`src/rtl/if_stage.sv`:
```
// Instruction-fetch stage and IF/ID register: holds the PC, issues I-cache word reads,
// absorbs cache/downstream stalls and applies delay-slot redirects from ID.
module if_stage #(
  parameter logic [31:0] RESET_PC = 32'h0000_0000
) (
  input  logic        clk,
  input  logic        rst,
  output logic        ICACHE_ren_o,
  output logic [29:0] ICACHE_addr_o,
  input  logic        ICACHE_stall_i,
  input  logic [31:0] ICACHE_rdata_i,
  input  logic        stall_i,
  input  logic        redirect_i,
  input  logic [31:0] redirect_pc_i,
  output logic [31:0] instruction_o,
  output logic [31:0] pc_o,
  output logic        valid_o
);

  typedef enum logic [1:0] {S_BOOT, S_FETCH, S_HOLD} state_t;

  state_t      state_q, state_d;
  logic [31:0] pc_q, pc_d;
  logic        pend_q, pend_d;
  logic [31:0] pend_pc_q, pend_pc_d;
  logic [31:0] skid_instr_q, skid_instr_d;
  logic [31:0] skid_pc_q, skid_pc_d;
  logic [31:0] instr_q, instr_d;
  logic [31:0] pco_q, pco_d;
  logic        valid_q, valid_d;

  logic        complete;
  logic [31:0] next_pc;

  // Request is a pure decode of the state so it falls with an asynchronous reset.
  assign ICACHE_ren_o  = (state_q == S_FETCH);
  assign ICACHE_addr_o = pc_q[31:2];
  assign instruction_o = instr_q;
  assign pc_o          = pco_q;
  assign valid_o       = valid_q;

  assign complete = ICACHE_ren_o && !ICACHE_stall_i;
  assign next_pc  = redirect_i ? redirect_pc_i :
                    pend_q     ? pend_pc_q     : pc_q + 32'd4;

  always_comb begin
    state_d      = state_q;
    pc_d         = pc_q;
    pend_d       = pend_q;
    pend_pc_d    = pend_pc_q;
    skid_instr_d = skid_instr_q;
    skid_pc_d    = skid_pc_q;
    instr_d      = instr_q;
    pco_d        = pco_q;
    valid_d      = valid_q;

    case (state_q)
      S_BOOT: begin
        state_d = S_FETCH;
        if (!stall_i) begin
          instr_d = 32'd0;
          pco_d   = 32'd0;
          valid_d = 1'b0;
        end
      end
      S_FETCH: begin
        if (complete) begin
          pc_d   = next_pc;
          pend_d = 1'b0;
          if (!stall_i) begin
            instr_d = ICACHE_rdata_i;
            pco_d   = pc_q;
            valid_d = 1'b1;
          end else begin
            skid_instr_d = ICACHE_rdata_i;
            skid_pc_d    = pc_q;
            state_d      = S_HOLD;
          end
        end else if (!stall_i) begin
          instr_d = 32'd0;
          pco_d   = 32'd0;
          valid_d = 1'b0;
        end
      end
      S_HOLD: begin
        if (!stall_i) begin
          instr_d = skid_instr_q;
          pco_d   = skid_pc_q;
          valid_d = 1'b1;
          state_d = S_FETCH;
        end
      end
      default: state_d = S_BOOT;
    endcase

    // A redirect with no completing fetch waits for the in-flight one (the delay slot).
    if (redirect_i && !complete) begin
      pend_d    = 1'b1;
      pend_pc_d = redirect_pc_i;
    end
  end

  always_ff @(posedge clk or posedge rst) begin
    if (rst) begin
      state_q      <= S_BOOT;
      pc_q         <= RESET_PC;
      pend_q       <= 1'b0;
      pend_pc_q    <= 32'd0;
      skid_instr_q <= 32'd0;
      skid_pc_q    <= 32'd0;
      instr_q      <= 32'd0;
      pco_q        <= 32'd0;
      valid_q      <= 1'b0;
    end else begin
      state_q      <= state_d;
      pc_q         <= pc_d;
      pend_q       <= pend_d;
      pend_pc_q    <= pend_pc_d;
      skid_instr_q <= skid_instr_d;
      skid_pc_q    <= skid_pc_d;
      instr_q      <= instr_d;
      pco_q        <= pco_d;
      valid_q      <= valid_d;
    end
  end

endmodule
```
`config.mk`:
```
export PLATFORM = sky130hd
export DESIGN_NAME = if_stage
export DESIGN_NICKNAME = d
export VERILOG_FILES = /design/src/rtl/if_stage.sv
export SDC_FILE = /design/constraint.sdc
export NUM_CORES = 1
export LEC_CHECK = 0
export CAP_MARGIN = 20
export CORE_UTILIZATION = 45
export CTS_BUF_LIST = sky130_fd_sc_hd__clkbuf_2 sky130_fd_sc_hd__clkbuf_4 sky130_fd_sc_hd__clkbuf_8
export CTS_CLUSTER_DIAMETER = 60
export DETAILED_ROUTE_END_ITERATION = 8
export DONT_BUFFER_PORTS = 1
export PLACE_DENSITY = 0.64
export SLEW_MARGIN = 20
export SYNTH_ARGS = -nofsm -noshare
export SYNTH_HDL_FRONTEND = slang
export SYNTH_SLANG_ARGS = --single-unit
```
`constraint.sdc`:
```
create_clock -name clk -period 9.49 [get_ports clk]
set_input_delay 1.898 -clock clk [delete_from_list [all_inputs] [get_ports clk]]
set_output_delay 1.898 -clock clk [all_outputs]
set_load 0.02 [all_outputs]
```
# == After elaboration in Yosys (flattened, before gate mapping) ==
# Cells that the tools add are included.
# W data, S select, Z words.
# classes
add_sub_neg,1
eq_ne,6
n_mux,23
reduce_logical,13
# op_table
cell,count
$mux W32,10
$pmux W32 S3,2
$add A32 B3 Y32 const B,1
$reduce_and A3 Y1,3
$mux W1,6
$mux W2,3
$pmux W2 S3,1
$ne A2 B1 Y1 const B,2
$reduce_and A2 Y1,2
$reduce_bool A2 Y1,2
$ne A3 B3 Y1 const B,1
$pmux W1 S3,1
$reduce_bool A3 Y1,1
$eq A2 B1 Y1 const B,1
$eq A2 B2 Y1 const B,1
$logic_and A1 B1 Y1,2
$logic_not A1 Y1,2
$logic_not A2 Y1,1
$ne A2 B2 Y1 const B,1
# word_totals
ff_bits,196
wordCells,52
output_inout_bits,96
in_bits,69

# == Depth between registers and ports, before layout ==
# depth
ltp_word,6
ltp_mapped,9
ltp_nobuf,7

# == Worst setup path before layout ==
# Ideal clock, no wire load.
# synth_timing
path_type,input port to flip-flop
from,in ICACHE_stall_i
to,reg pc_q[12]
cell_stages,6
required_time_ns,9.358
t_arrival_ns,2.876
n_path_buf,3
slack_ns,6.483
setup_ns,0.132
cell_sequence,nor2b_1 > buf_2 > clkbuf_1 > buf_2 > nand2_1 > o2bb2ai_1
# synth_via
elab_chain_cells,3
# synth_rtl
item,line_no,source
"start, declared",10,"input logic ICACHE_stall_i,"
$logic_not A1 Y1,42,assign complete = ICACHE_ren_o && !ICACHE_stall_i;
$logic_and A1 B1 Y1,42,
$reduce_and A2 Y1 (no source line),--,
"end signal, assigned",116,pc_q <= pc_d;
"end, declared",23,"logic [31:0] pc_q, pc_d;"
# No other way between the ends.
# A chain may end at the register's enable or synchronous reset.

# == Final worst setup path ==
# layout_timing
from,in ICACHE_stall_i
to,reg skid_instr_q[26]
# layout_via
elab_chain_cells,3
# layout_rtl
item,line_no,source
$logic_not A1 Y1,42,
$logic_and A1 B1 Y1,42,
$reduce_and A3 Y1 (no source line),--,
"end signal, assigned",119,skid_instr_q <= skid_instr_d;
"end, declared",26,"logic [31:0] skid_instr_q, skid_instr_d;"
# No other way between the ends.

==> results <==
- The run finished with clean final reports.
- Along the worst path, the maximum fanout reaches 74.
- For this block, the via count after detailed routing is 6332.
- The detailed placement HPWL is 14.46 mm.
- At the end of the flow the core is filled with cells to 0.4820.
- The analysis attributes to cell leakage a power of 3.942 nW.
- TritonCTS built the clock tree.
- The transition at the pin with the smallest max-transition slack is between 900 and 1000 ps.
- The critical register-to-register path endpoint is skid_instr_q[26].
- The number of hold violations in the final report is 0.
- The setup slack of the most critical reg-to-reg path is 5780 ps.
- The layout filler cell count is approximately 1800.
- The critical path start-end classification is input port to flop.
- The worst-case reg-to-reg path depth is 6.
- The repair_antennas step left the layout with diodes totalling 0.
- The count of buffers added on input and output ports is 0.
- Counting flops with a built-in enable in the synthesized netlist gives 0.
- The synthesized design contains 196 register bits.
- The worst setup path is captured at a flop.
- The routability congestion estimate from global placement is 0.8415.
- After routing the design area is about 0.0094 mm2.
- In this run the worst hold path is classified as flop to flop.
- The post-layout minimum cycle time is 4077 ps.
- The region available for standard cell placement spans ~0.020 mm2.
- Setup repair after global routing left no endpoint under its margin.
- The number of cell rows is 51.
- The count of mapped cells out of synthesis is between 800 and 900.
- The number of slew-limit violations in the final report is 0.
- The arrival time at the worst endpoint is 4410 ps.
- The beginning of the worst register-to-register path is state_q[1].
- Buffers added to address setup during post-CTS repair amount to 0.
- The total power is 3.145 mW.
- The total overflow left after global routing is 0.
- When the netlist entered floorplanning its net count stood at just over 900.
- The fraction of layout cells with a size suffix above 1 is 0.1817.
- The tool flagged a number of max-cap violations equal to 0.
- The nature of the critical path startpoint is an input port.
- Measured along the y axis, the die boundary spans 144.0 um.
- The number of antenna violations at the first check in global routing is 0.
- The share of the Yosys chip area taken by registers is 0.5407.
- The instance area at placement is approximately 0.0090 mm2.
- The cell chosen for the clock root is clkbuf_8.
- Summed over all layers, the routed wires come to between 20 and 25 mm.
- The accumulated negative setup slack is 0 ps.
- The commonest register cell after synthesis is dfrtp_1.
- Of the available clock period, the critical path in the final layout requires 0.4296.
- In this run the tightest slew margin relative to its limit is 0.3736.
- IR analysis of the VDD net gives a maximum drop of 0.0001187 V.
- Entering global routing, the biggest net connects 142 pins.
- Yosys printed 0 warnings.
- Measured along the x axis, the die boundary spans approximately 140 um.
- For this block, the initial DRC count from the detailed router was about 650.
- The number of clock buffers inserted by TritonCTS is 17.
- Of all flip-flops after synthesis, the portion carrying an async set or reset was 1.000.
- The clock tree buffer depth is 2.
- For this run, the total global-route usage over all layers was measured as 0.2141.
- The number of hold buffers added after cts is 0.
- Each instance of the synthesized netlist takes up on average 10.81 um2.
- The number of remaining DRC errors is 0.
- The final layout contains 850 nets.
- The number of gates resized after CTS was 0.
- The initial cell density of the core is 0.4631.
- Static timing analysis puts the maximum clock frequency at ~250 MHz.
- The clock transition at the registers of the reported paths is about 90 ps.
- The H-tree generated during clock tree synthesis spans 4 levels.
- The mapped cell area is 0.009071 mm2.
- The required time of the critical path is 9820 ps.
- The area share of the leading cell type in the synthesized netlist is 0.5407.
- The clock network latency to the later pin of the worst-skew pair is 460 ps.
- Compared with the post-synthesis result, the final layout area differs by 4.097%.
- The full die area is 0.02073 mm2.
- The CTS sink count is 196.
- The largest area contributor in the netlist is dfrtp_1.
- The routed wire length per instance is 20.68 um.
- Power spread over the standard cell area amounts to 333.0 mW/mm2.
- The clock arrives with ~12 ps of skew.
- The sequential cell area is a little under 0.005 mm2.
- Sorting the synthesized cells by area gives the leading types as dfrtp_1 (54%), mux2_2 (11%), o21ai_0 (6.0%).
- The number of iterations in the first detailed-routing pass is 6.
- Setup violations remaining at the end of the flow were counted as 0.
- In this run, distinct cell masters in the synthesized netlist total 52.
- In the routed layout, each cell is associated on average with a via count of roughly 6.
- The worst hold path stage count is 2.
- The remaining antenna violation count is 0.
- The wire length of the first global-routing pass is around 34 mm.
- The destination of the worst hold path is skid_pc_q[2].
- The number of global-route vias before repair was 6255.
- The I/O pin count is 165.
- Summing all multi-input logic gate instances after layout gives about 0.0037 mm2.
- The critical hold path startpoint is skid_pc_q[2].
==> cells by family (layout without fill, tap and decap cells) <==
family | Yosys count | after routing | synth area share
simple gates | 180 | 180 | 0.09545
mux | 93 | 93 | 0.1156
compound gates | 261 | 261 | 0.1837
flops | 196 | 196 | 0.5407
buf+inv | 104 | 52 | 0.05765
fa+ha+maj | 5 | 5 | 0.006897
==> stage by stage <==
stage               hold WS, ps  std cells  setup WS (ps)
finish                    486.5       1052           5413
global route              521.3       1052           5248
CTS                       494.8       1051           5428
detailed placement        474.4       1021           4918
global placement          470.8       1021           5011
floorplan                 450.2        839           2251
==> worst max path at each step <==
stage / slack, ps / end / from
final: 5410 / skid_instr_q[26] / ICACHE_stall_i
after global routing: 5250 / skid_instr_q[11] / ICACHE_stall_i
after CTS: 5430 / skid_pc_q[23] / ICACHE_stall_i
after detailed placement: 4920 / skid_pc_q[23] / ICACHE_stall_i
after global placement: 5010 / skid_pc_q[15] / ICACHE_stall_i
after floorplan: 2250 / instruction_o[0] / rst
==> critical path, stage by stage <==
cell,delay (ps)
nor2b_4,520
buf_4,760
nand2_4,690
mux2_2,500
==> synth_stat cells, drive strengths merged (11+ instances only) <==
library cell	instances
dfrtp	196
o21ai	109
nand2	102
mux2	91
a22oi	72
buf	52
clkbuf	39
a21oi	26
nor2	16
inv	13
nand3	11
==> where the power goes <==
part	switching, mW	internal (mW)	total (mW)
clock network	0.288	0.275	0.563
logic	0.478	0.365	0.843
registers	0.562	1.18	1.74
==> registers in the layout, summed over array words and instances (netlist names) <==
name	flops
pc_q	32
instruction_o	32
skid_instr_q	32
state_q	2
pc_o	32
pend_pc_q	32
pend_q	1
valid_o	1
skid_pc_q	32
==> placed cells by master (no fill, tap or decap), types with 5 or more instances in the layout <==
master and instances:
dfrtp_1 196, o21ai_0 109, nand2_1 101, mux2_2 90, a22oi_1 72, a21oi_1 26
clkbuf_8 19, nor2_1 16, inv_1 12, nand3_1 11, o22ai_1 8, and3_1 8
buf_4 8, a22o_1 7, and4_1 7, a221oi_1 7, nor3_1 7, nand4_1 7
a31oi_1 5, nor4_1 5, o2bb2ai_1 5
==> layer usage <==
metal,vias to the layer above,part of all wire,global-route usage
li1,2916,-,-
met1,3120,0.43,0.2793
met2,267,0.45,0.3270
met3,29,0.10,0.07384
met4,0,0.021,0.08175
met5,-,0,0
==> layout make-up <==
cell class,instances,area share
multi-input cells,539,0.3885
flip-flops and latches,196,0.5194
inverters,13,0.005963
well taps,265,0.03511
clock inverters,11,0.01577
clock buffers,19,0.02769
repair buffers,9,0.007553
(Power assumes the default switching activity.)
